## src/rtl/series_pkg.sv

```systemverilog
// Shared types and width helpers for the series demux.
// State encoding and default geometry.
package series_pkg;

  typedef enum logic [1:0] {
    IDLE,
    FILL,
    DONE
  } state_t;

  localparam int DEF_WIDTH = 100;

  function automatic int cnt_w(input int w);
    return $clog2(w + 1);
  endfunction

  function automatic int ptr_w(input int w);
    return (w > 1) ? $clog2(w) : 1;
  endfunction

endpackage

```

## src/rtl/series_demux_lsb.sv

```systemverilog
// Lowest-set-bit priority encoder.
// Index 0 wins, matching the mux chain order.
module lsb_finder
  import series_pkg::*;
#(
  parameter int WIDTH = DEF_WIDTH,
  parameter int PTR_W = ptr_w(WIDTH)
) (
  input  logic [WIDTH-1:0] vector,
  output logic [PTR_W-1:0] idx,
  output logic             any
);

  // scan downward so the lowest set bit is the last writer
  always_comb begin
    idx = '0;
    any = |vector;
    for (int i = WIDTH - 1; i >= 0; i--) begin
      if (vector[i]) idx = PTR_W'(i);
    end
  end

endmodule

```

## src/rtl/series_demux.sv

```systemverilog
// Serial-to-parallel scatter into the positions of a select mask.
// Lowest selected index is filled first.
module series_demux
  import series_pkg::*;
#(
  parameter int WIDTH = DEF_WIDTH,
  parameter int CNT_W = $clog2(WIDTH + 1)
) (
  input  logic             clk,
  input  logic             rst_n,
  input  logic             start,
  input  logic [WIDTH-1:0] Sel,
  input  logic             bit_in,
  input  logic             bit_valid,
  output logic             bit_ready,
  output logic [WIDTH-1:0] y_out,
  output logic             out_valid,
  input  logic             out_ready,
  output logic             busy,
  output logic [CNT_W-1:0] fill_cnt
);

  localparam int PTR_W = ptr_w(WIDTH);

  state_t           state;
  state_t           nxt;
  logic [WIDTH-1:0] mask_r;
  logic [WIDTH-1:0] mask_clr;
  logic [PTR_W-1:0] ptr;
  logic             ptr_any;
  logic             take;

  lsb_finder #(
    .WIDTH (WIDTH),
    .PTR_W (PTR_W)
  ) u_lsb (
    .vector (mask_r),
    .idx    (ptr),
    .any    (ptr_any)
  );

  assign mask_clr  = mask_r & ~(WIDTH'(1) << ptr);
  assign bit_ready = (state == FILL);
  assign out_valid = (state == DONE);
  assign busy      = (state != IDLE);
  assign take      = bit_ready & bit_valid & ptr_any;

  // state register
  always_ff @(posedge clk or negedge rst_n) begin
    if (!rst_n) state <= IDLE;
    else        state <= nxt;
  end

  // next-state decode
  always_comb begin
    nxt = state;
    unique case (state)
      IDLE: if (start) nxt = (Sel != '0) ? FILL : DONE;
      FILL: if (take && mask_clr == '0) nxt = DONE;
      DONE: if (out_ready) nxt = IDLE;
      default: nxt = IDLE;
    endcase
  end

  // word assembly, mask consumption and fill count
  always_ff @(posedge clk or negedge rst_n) begin
    if (!rst_n) begin
      mask_r   <= '0;
      y_out    <= '0;
      fill_cnt <= '0;
    end else if (state == IDLE && start) begin
      mask_r   <= Sel;
      y_out    <= '0;
      fill_cnt <= '0;
    end else if (take) begin
      y_out[ptr] <= bit_in;
      mask_r     <= mask_clr;
      fill_cnt   <= fill_cnt + CNT_W'(1);
    end
  end

endmodule

```

## config.mk

```make
export PLATFORM = sky130hd
export DESIGN_NAME = series_demux
export DESIGN_NICKNAME = d
export VERILOG_FILES = /design/src/rtl/series_pkg.sv /design/src/rtl/series_demux_lsb.sv /design/src/rtl/series_demux.sv
export SDC_FILE = /design/constraint.sdc
export NUM_CORES = 1
export LEC_CHECK = 0
export BUFFER_PORTS_ARGS = -buffer_cell sky130_fd_sc_hd__buf_2
export CORE_MARGIN = 3
export CORE_UTILIZATION = 48
export DETAILED_ROUTE_END_ITERATION = 8
export PLACE_DENSITY = 0.7
export SLEW_MARGIN = 20
export SYNTH_ARGS = -nofsm -noshare
export SYNTH_HDL_FRONTEND = slang
export SYNTH_SLANG_ARGS = --single-unit
```

## constraint.sdc

```tcl
create_clock -name clk -period 4.9 [get_ports clk]
set_input_delay 0.98 -clock clk [delete_from_list [all_inputs] [get_ports clk]]
set_output_delay 0.98 -clock clk [all_outputs]
set_load 0.05 [all_outputs]
```

Yosys cells after proc, flatten, opt, wreduce, memory -nomap -nowiden

Index checks and enable logic that the tools add are counted.
W data, S select, Z words.

Output and inout port bits: 110
Logic and storage cells: 141
Input port bits: 106
Register bits after elaboration: 209

Shift-type cells: 1
Add/sub/neg operators: 1
Equality and inequality tests: 5
Mux-type cells: 114
Reduce and logical (&&, ||, !) cells: 10
Order comparisons: 2
Bitwise gates (word level): 4

Operators by type and width:

| operator                | count |
|---|---|
| $mux W7                 | 102 |
| $mux W100               | 4 |
| $and A100 B100 Y100     | 1 |
| $bwmux W100             | 1 |
| $logic_not A100 Y1      | 1 |
| $not A100 Y100          | 1 |
| $reduce_bool A100 Y1    | 1 |
| $reduce_or A100 Y1      | 1 |
| $shl A1 B7 Y100 const A | 1 |
| $lt A7 B8 Y1 const B    | 1 |
| $mux W2                 | 4 |
| $add A7 B1 Y7 const B   | 1 |
| $demux W1 S7            | 1 |
| $ge A7 B1 Y1 const B    | 1 |
| $pmux W2 S3             | 1 |
| $ne A2 B1 Y1 const B    | 2 |
| $reduce_bool A2 Y1      | 2 |
| $logic_and A1 B1 Y1     | 3 |
| $reduce_and A3 Y1       | 1 |
| $and A1 B1 Y1           | 2 |
| $eq A2 B1 Y1 const B    | 1 |
| $eq A2 B2 Y1 const B    | 1 |
| $logic_not A2 Y1        | 1 |
| $ne A2 B2 Y1 const B    | 1 |
| $mux W1                 | 1 |

Depth between registers and ports, before layout

Word-level depth: 107
Gate-level depth with buffers: 15
Mapped depth without buffers: 12

By module

A second synthesis with hierarchy kept.

Cells, all modules: 1,508
Area total of the unflattened synthesis: 11,861.4 µm²

By module, submodules not included:

| module       | area each (µm²) | instances | sequential area each (µm²) | cells each |
|---|---|---|---|---|
| series_demux | 10,501.3        | 1         | 5,230.0                    | 1,274 |
| lsb_finder   | 1,360.1         | 1         | 0.0                        | 234 |

Worst setup path before layout

OpenSTA, ideal clock, no wires.

Path type: register to register
Start: reg mask_r[61]
End: reg state[0]
Arrival time: 3,869 ps
Setup time: 126 ps
Path buffers: 1
Required time: 4,774 ps
Path slack: 905 ps
Stages on the path, launching flop included: 13
Period minus slack after synthesis: 3,995 ps
Cell sequence: dfrtp_1 nor4_4 nand4_1 o2111a_1 o31a_1 buf_6 or3_4 or4_4 a22o_1 or4_1 or4_1 nor4_2 o21ai_1

Word-level cells in the longest chain between the ends: 69
Elaborated cells between the ends (all ways): 71
Classes of those cells: eq/ne (1); shift (1); mux (62); bitwise (3); reduce/logical (4)

Ends and longest elaborated chain:

| element                       | RTL line               | source |
|---|---|---|
| from (decl)                   | series_demux.sv:27     | `logic [WIDTH-1:0] mask_r;` |
| from (signal assigned)        | series_demux.sv:72     | `mask_r <= Sel;` |
| from (signal assigned)        | series_demux.sv:77     | `mask_r <= mask_clr;` |
| $mux W7 (62 in a row)         | series_demux_lsb.sv:19 | `if (vector[i]) idx = PTR_W'(i);` |
| $shl A1 B7 Y100               | series_demux.sv:42     | `assign mask_clr = mask_r & ~(WIDTH'(1) << ptr);` |
| $not A100 Y100                | series_demux.sv:42     |  |
| $and A100 B100 Y100           | series_demux.sv:42     |  |
| $logic_not A100 Y1            | series_demux.sv:59     | `FILL: if (take && mask_clr == '0) nxt = DONE;` |
| $logic_and A1 B1 Y1 *         | series_demux.sv:59     |  |
| $ne A2 B1 Y1 (no line) *      | --                     |  |
| $reduce_and A3 Y1 (no line) * | --                     |  |
| to (signal assigned)          | series_demux.sv:51     | `else state <= nxt;` |
| to (decl)                     | series_demux.sv:25     | `state_t state;` |

Every way passes the cells marked *; elsewhere a longest branch is shown, timed or not.
A chain may end at the register's enable or synchronous reset.

Worst setup path after layout

Start: reg mask_r[4]
End: reg state[0]

Word-level cells in the longest chain between the ends: 12
Elaborated cells between the ends (all ways): 14
Classes of those cells: eq/ne (1); shift (1); mux (5); bitwise (3); reduce/logical (4)

Ends and longest elaborated chain:

| element                       | RTL line |
|---|---|
| $mux W7 (5 in a row)          | series_demux_lsb.sv:19 |
| $shl A1 B7 Y100               | series_demux.sv:42 |
| $not A100 Y100                | series_demux.sv:42 |
| $and A100 B100 Y100           | series_demux.sv:42 |
| $logic_not A100 Y1            | series_demux.sv:59 |
| $logic_and A1 B1 Y1 *         | series_demux.sv:59 |
| $ne A2 B1 Y1 (no line) *      | -- |
| $reduce_and A3 Y1 (no line) * | -- |

Marks and branches as above.

==> impl_metrics.yaml <==
logic_synthesis:
  yosys_warnings: 0
  synthAdderAreaFrac_pct: 0.0990
  synth_compound_area_share_pct: 26.7
  ys_types: 74
  synth_ff_type: "dfrtp_1"
  async_flop_share_pct: 100
  syn_area_mm2: 0.0126
  synth_top_family_by_area: "compound AO/OA/AOI/OAI gates"
  seq_area_frac_synth_pct: 41.4
  avgSynthCellArea_um2: 8.40
  synthSimpleGateAreaFrac_pct: 24.7
  synth_edf_count: 0
  postSynthNetCount: 1611
  synthesis.instances: 1504
  ys_seq_elements: 209
  synth_xor_area_share_pct: 0.416
  synth.area.mux_share_pct: 2.77
global_routing:
  grt_max_degree: 140
  grt_usage_pct: 43.9
  grt_first_pass_wirelength_um: 94300
  antenna_found_initial: 0
  grt_pass1_vias: 14404
  grt_overflow: 0
die:
  rows: 58
  io_pins: 216
  die_area_mm2: 0.0283
  fp.coreArea_mm2: 0.0255
  die_h_um: 168
  start_util_pct: 49.5
  die_w_um: 168
timing:
  clock_skew_ns: 0.00984
  rsz0062_at_grt: "false"
  layout_min_cycle_time_ns: 4.87
  hold_viol_final: 0
  setup_viol: 0
  min_period_over_period_pct: 99.5
  fmax_ghz: 0.205
  timing_worst_slew_pin_value_ns: 1.16
  slew_headroom_pct: 21.8
  slew_viol_final: 0
worst_setup_path:
  path_cells: "nor4_4, nand2_1, a2111oi_1, buf_4, o31a_1, nand2b_1, o21a_1, a21oi_1, buf_4, a21o_1, or4_1, or4_1, nor4_4, buf_4, o21ai_1"
  crit_arrival_ns: 5.32
  startpoint_type: "register"
  crit_top_cell: "buf_4"
  crit_end: "state[0]"
  cpPeakStageDelay_ns: 0.70
  crit_type: "reg -> reg"
  r2r-end: "state[0]"
  critical_path.endpoint_type: "register"
  r2r_setup_slack_ns: 0.03
  path_max_fanout: 6
  ff2ff_path_depth: 15
  critPathLaunch: "mask_r[4]"
  rr_startpoint: "mask_r[4]"
  critPathRequiredTime_ns: 5.34
  slowest_stage: "a2111oi_1"
routing:
  drc: 0
  wl_per_cell_um: 29.7
  dr.pass1.iters: 7
  wirelength_um: 64300
  vias_per_cell: 6.87
  dr_total_vias: 14862
  ant_nets: 0
  drt_iter0_markers: 2466
cells_and_area:
  regArea_mm2: 0.00523
  multiInputGateArea_mm2: 0.00705
  syn_to_final_growth_pct: 27.2
  drive_gt1_share_pct: 26.3
  fill_cells: 2287
  final_util_pct: 63.0
  fin_nets: 1922
  diodes: 0
cts:
  clockBufferDepth: 3
  clkSinkCount: 209
  cts_root_buf: "clkbuf_16"
  numCtsBuffers: 24
  htreeDepth: 1
  tritoncts: "done"
  clk_latency_ns: 0.56
  clkTransAtPathRegs_ns: 0.07
place:
  gp_congestion: 1.13
  place_hpwl_um: 48300
  portBuffers: 215
outcome:
  status: "completed"
hold_path:
  hp-class: "in -> async"
run:
  drv_cap: 0
## synth_stat cells (9+ instances only)
cell	n	share of area (%)
a2111oi_0	10	0.69
a21o_1	12	0.71
a21oi_1	108	4.3
a22o_1	81	5.6
a31oi_1	10	0.49
buf_1	14	0.42
clkbuf_1	81	2.4
dfrtp_1	209	41
inv_1	28	0.83
mux2i_1	35	2.8
nand2_1	176	5.2
nand3_1	73	2.9
nand4_1	28	1.4
nor2_1	159	4.7
nor2b_1	10	0.49
nor3_1	35	1.4
nor4_1	49	2.4
nor4_2	11	1.1
nor4_4	9	1.5
o211ai_1	9	0.53
o21ai_0	174	6.9
o31ai_1	16	0.95
o41ai_1	9	0.62
or4_1	14	0.83
## worst min-delay path by stage
stage                          start          to  slack, ns  depth (start not counted)
after floorplan           mask_r[92]  mask_r[92]       0.52                          1
after global placement     y_out[82]   y_out[82]       0.50                          2
after detailed placement   y_out[83]   y_out[83]       0.51                          2
after CTS                  y_out[27]   y_out[27]       0.53                          2
after global routing       y_out[23]   y_out[23]       0.56                          2
final                          rst_n   mask_r[0]       0.49                          1
## state kept, by name, indices dropped and copies added, names as in the netlist
register,cells
mask_r,100
y_out,100
fill_cnt,7
state,2
## logic make-up (layout without fill, tap and decap cells)
family / after synthesis / count (layout)
simple gates: 611 / 611
compound gates: 515 / 515
flops: 209 / 209
buf+inv: 127 / 456
mux: 35 / 35
xor+xnor: 6 / 6
fa+ha+maj: 1 / 1
## per-layer routing
metal / up-vias / track usage (%) / share of wire (%)
met2: 1083 / 67.4 / 43
met4: 0 / 24.4 / 7.3
li1: 6270 / - / -
met5: - / 0 / 0
met3: 275 / 12.2 / 12
met1: 7234 / 56.2 / 37
## metrics by stage
| step | hold WS [ns] | instances | worst slack (ns) | TNS [ns] | area, µm² |
|---|---|---|---|---|---|
| global route | 0.557 | 2163 | 0.0111 | 0 | 16100 |
| detailed placement | 0.510 | 2117 | -0.0126 | -0.0126 | 15100 |
| CTS | 0.529 | 2161 | 0.00937 | 0 | 16000 |
| global placement | 0.499 | 2117 | -0.176 | -0.333 | 15100 |
| finish | 0.488 | 2163 | 0.0252 | 0 | 16100 |
| floorplan | 0.523 | 1504 | 0.905 | 0 | 12600 |
## what timing repair did
action / CTS / global route
hold buffers: 0 / 0
endpoints found under the setup margin: 2 / 2
resized for setup: 1 / 17
pin swaps: 0 / 4
buffers inserted: 0 / 2
## worst max-delay path: cells and delay by family (launching register included)
family	cells	cell delay, ns
AO/OA/AOI/OAI	6	1.42
buffers and inverters	3	0.59
flip-flops	1	0.46
AND/OR/NAND/NOR	6	2.28
## layout by cell type, fill, tap and decap left out, types with 24 or more instances in the layout
cell / count
a21oi_1: 108
a22o_1: 81
nor2_1: 158
mux2i_1: 35
clkbuf_16: 24
buf_4: 166
nand3_1: 73
inv_1: 28
nor4_1: 45
dfrtp_1: 209
o21ai_0: 173
nand2_1: 174
buf_2: 214
nor3_1: 35
nand4_1: 28
## area by class of cell
class                   count  share of cell area, %
clock buffers              31                   4.15
clock inverters            13                   1.40
multi-input cells        1168                   43.8
repair buffers            384                   14.9
flip-flops and latches    209                   32.5
well taps                 330                   2.57
inverters                  28                  0.654
Power is left out: the tool's default activity adds up to more than one toggle a clock period on the data nets, which glitch-free logic cannot reach.
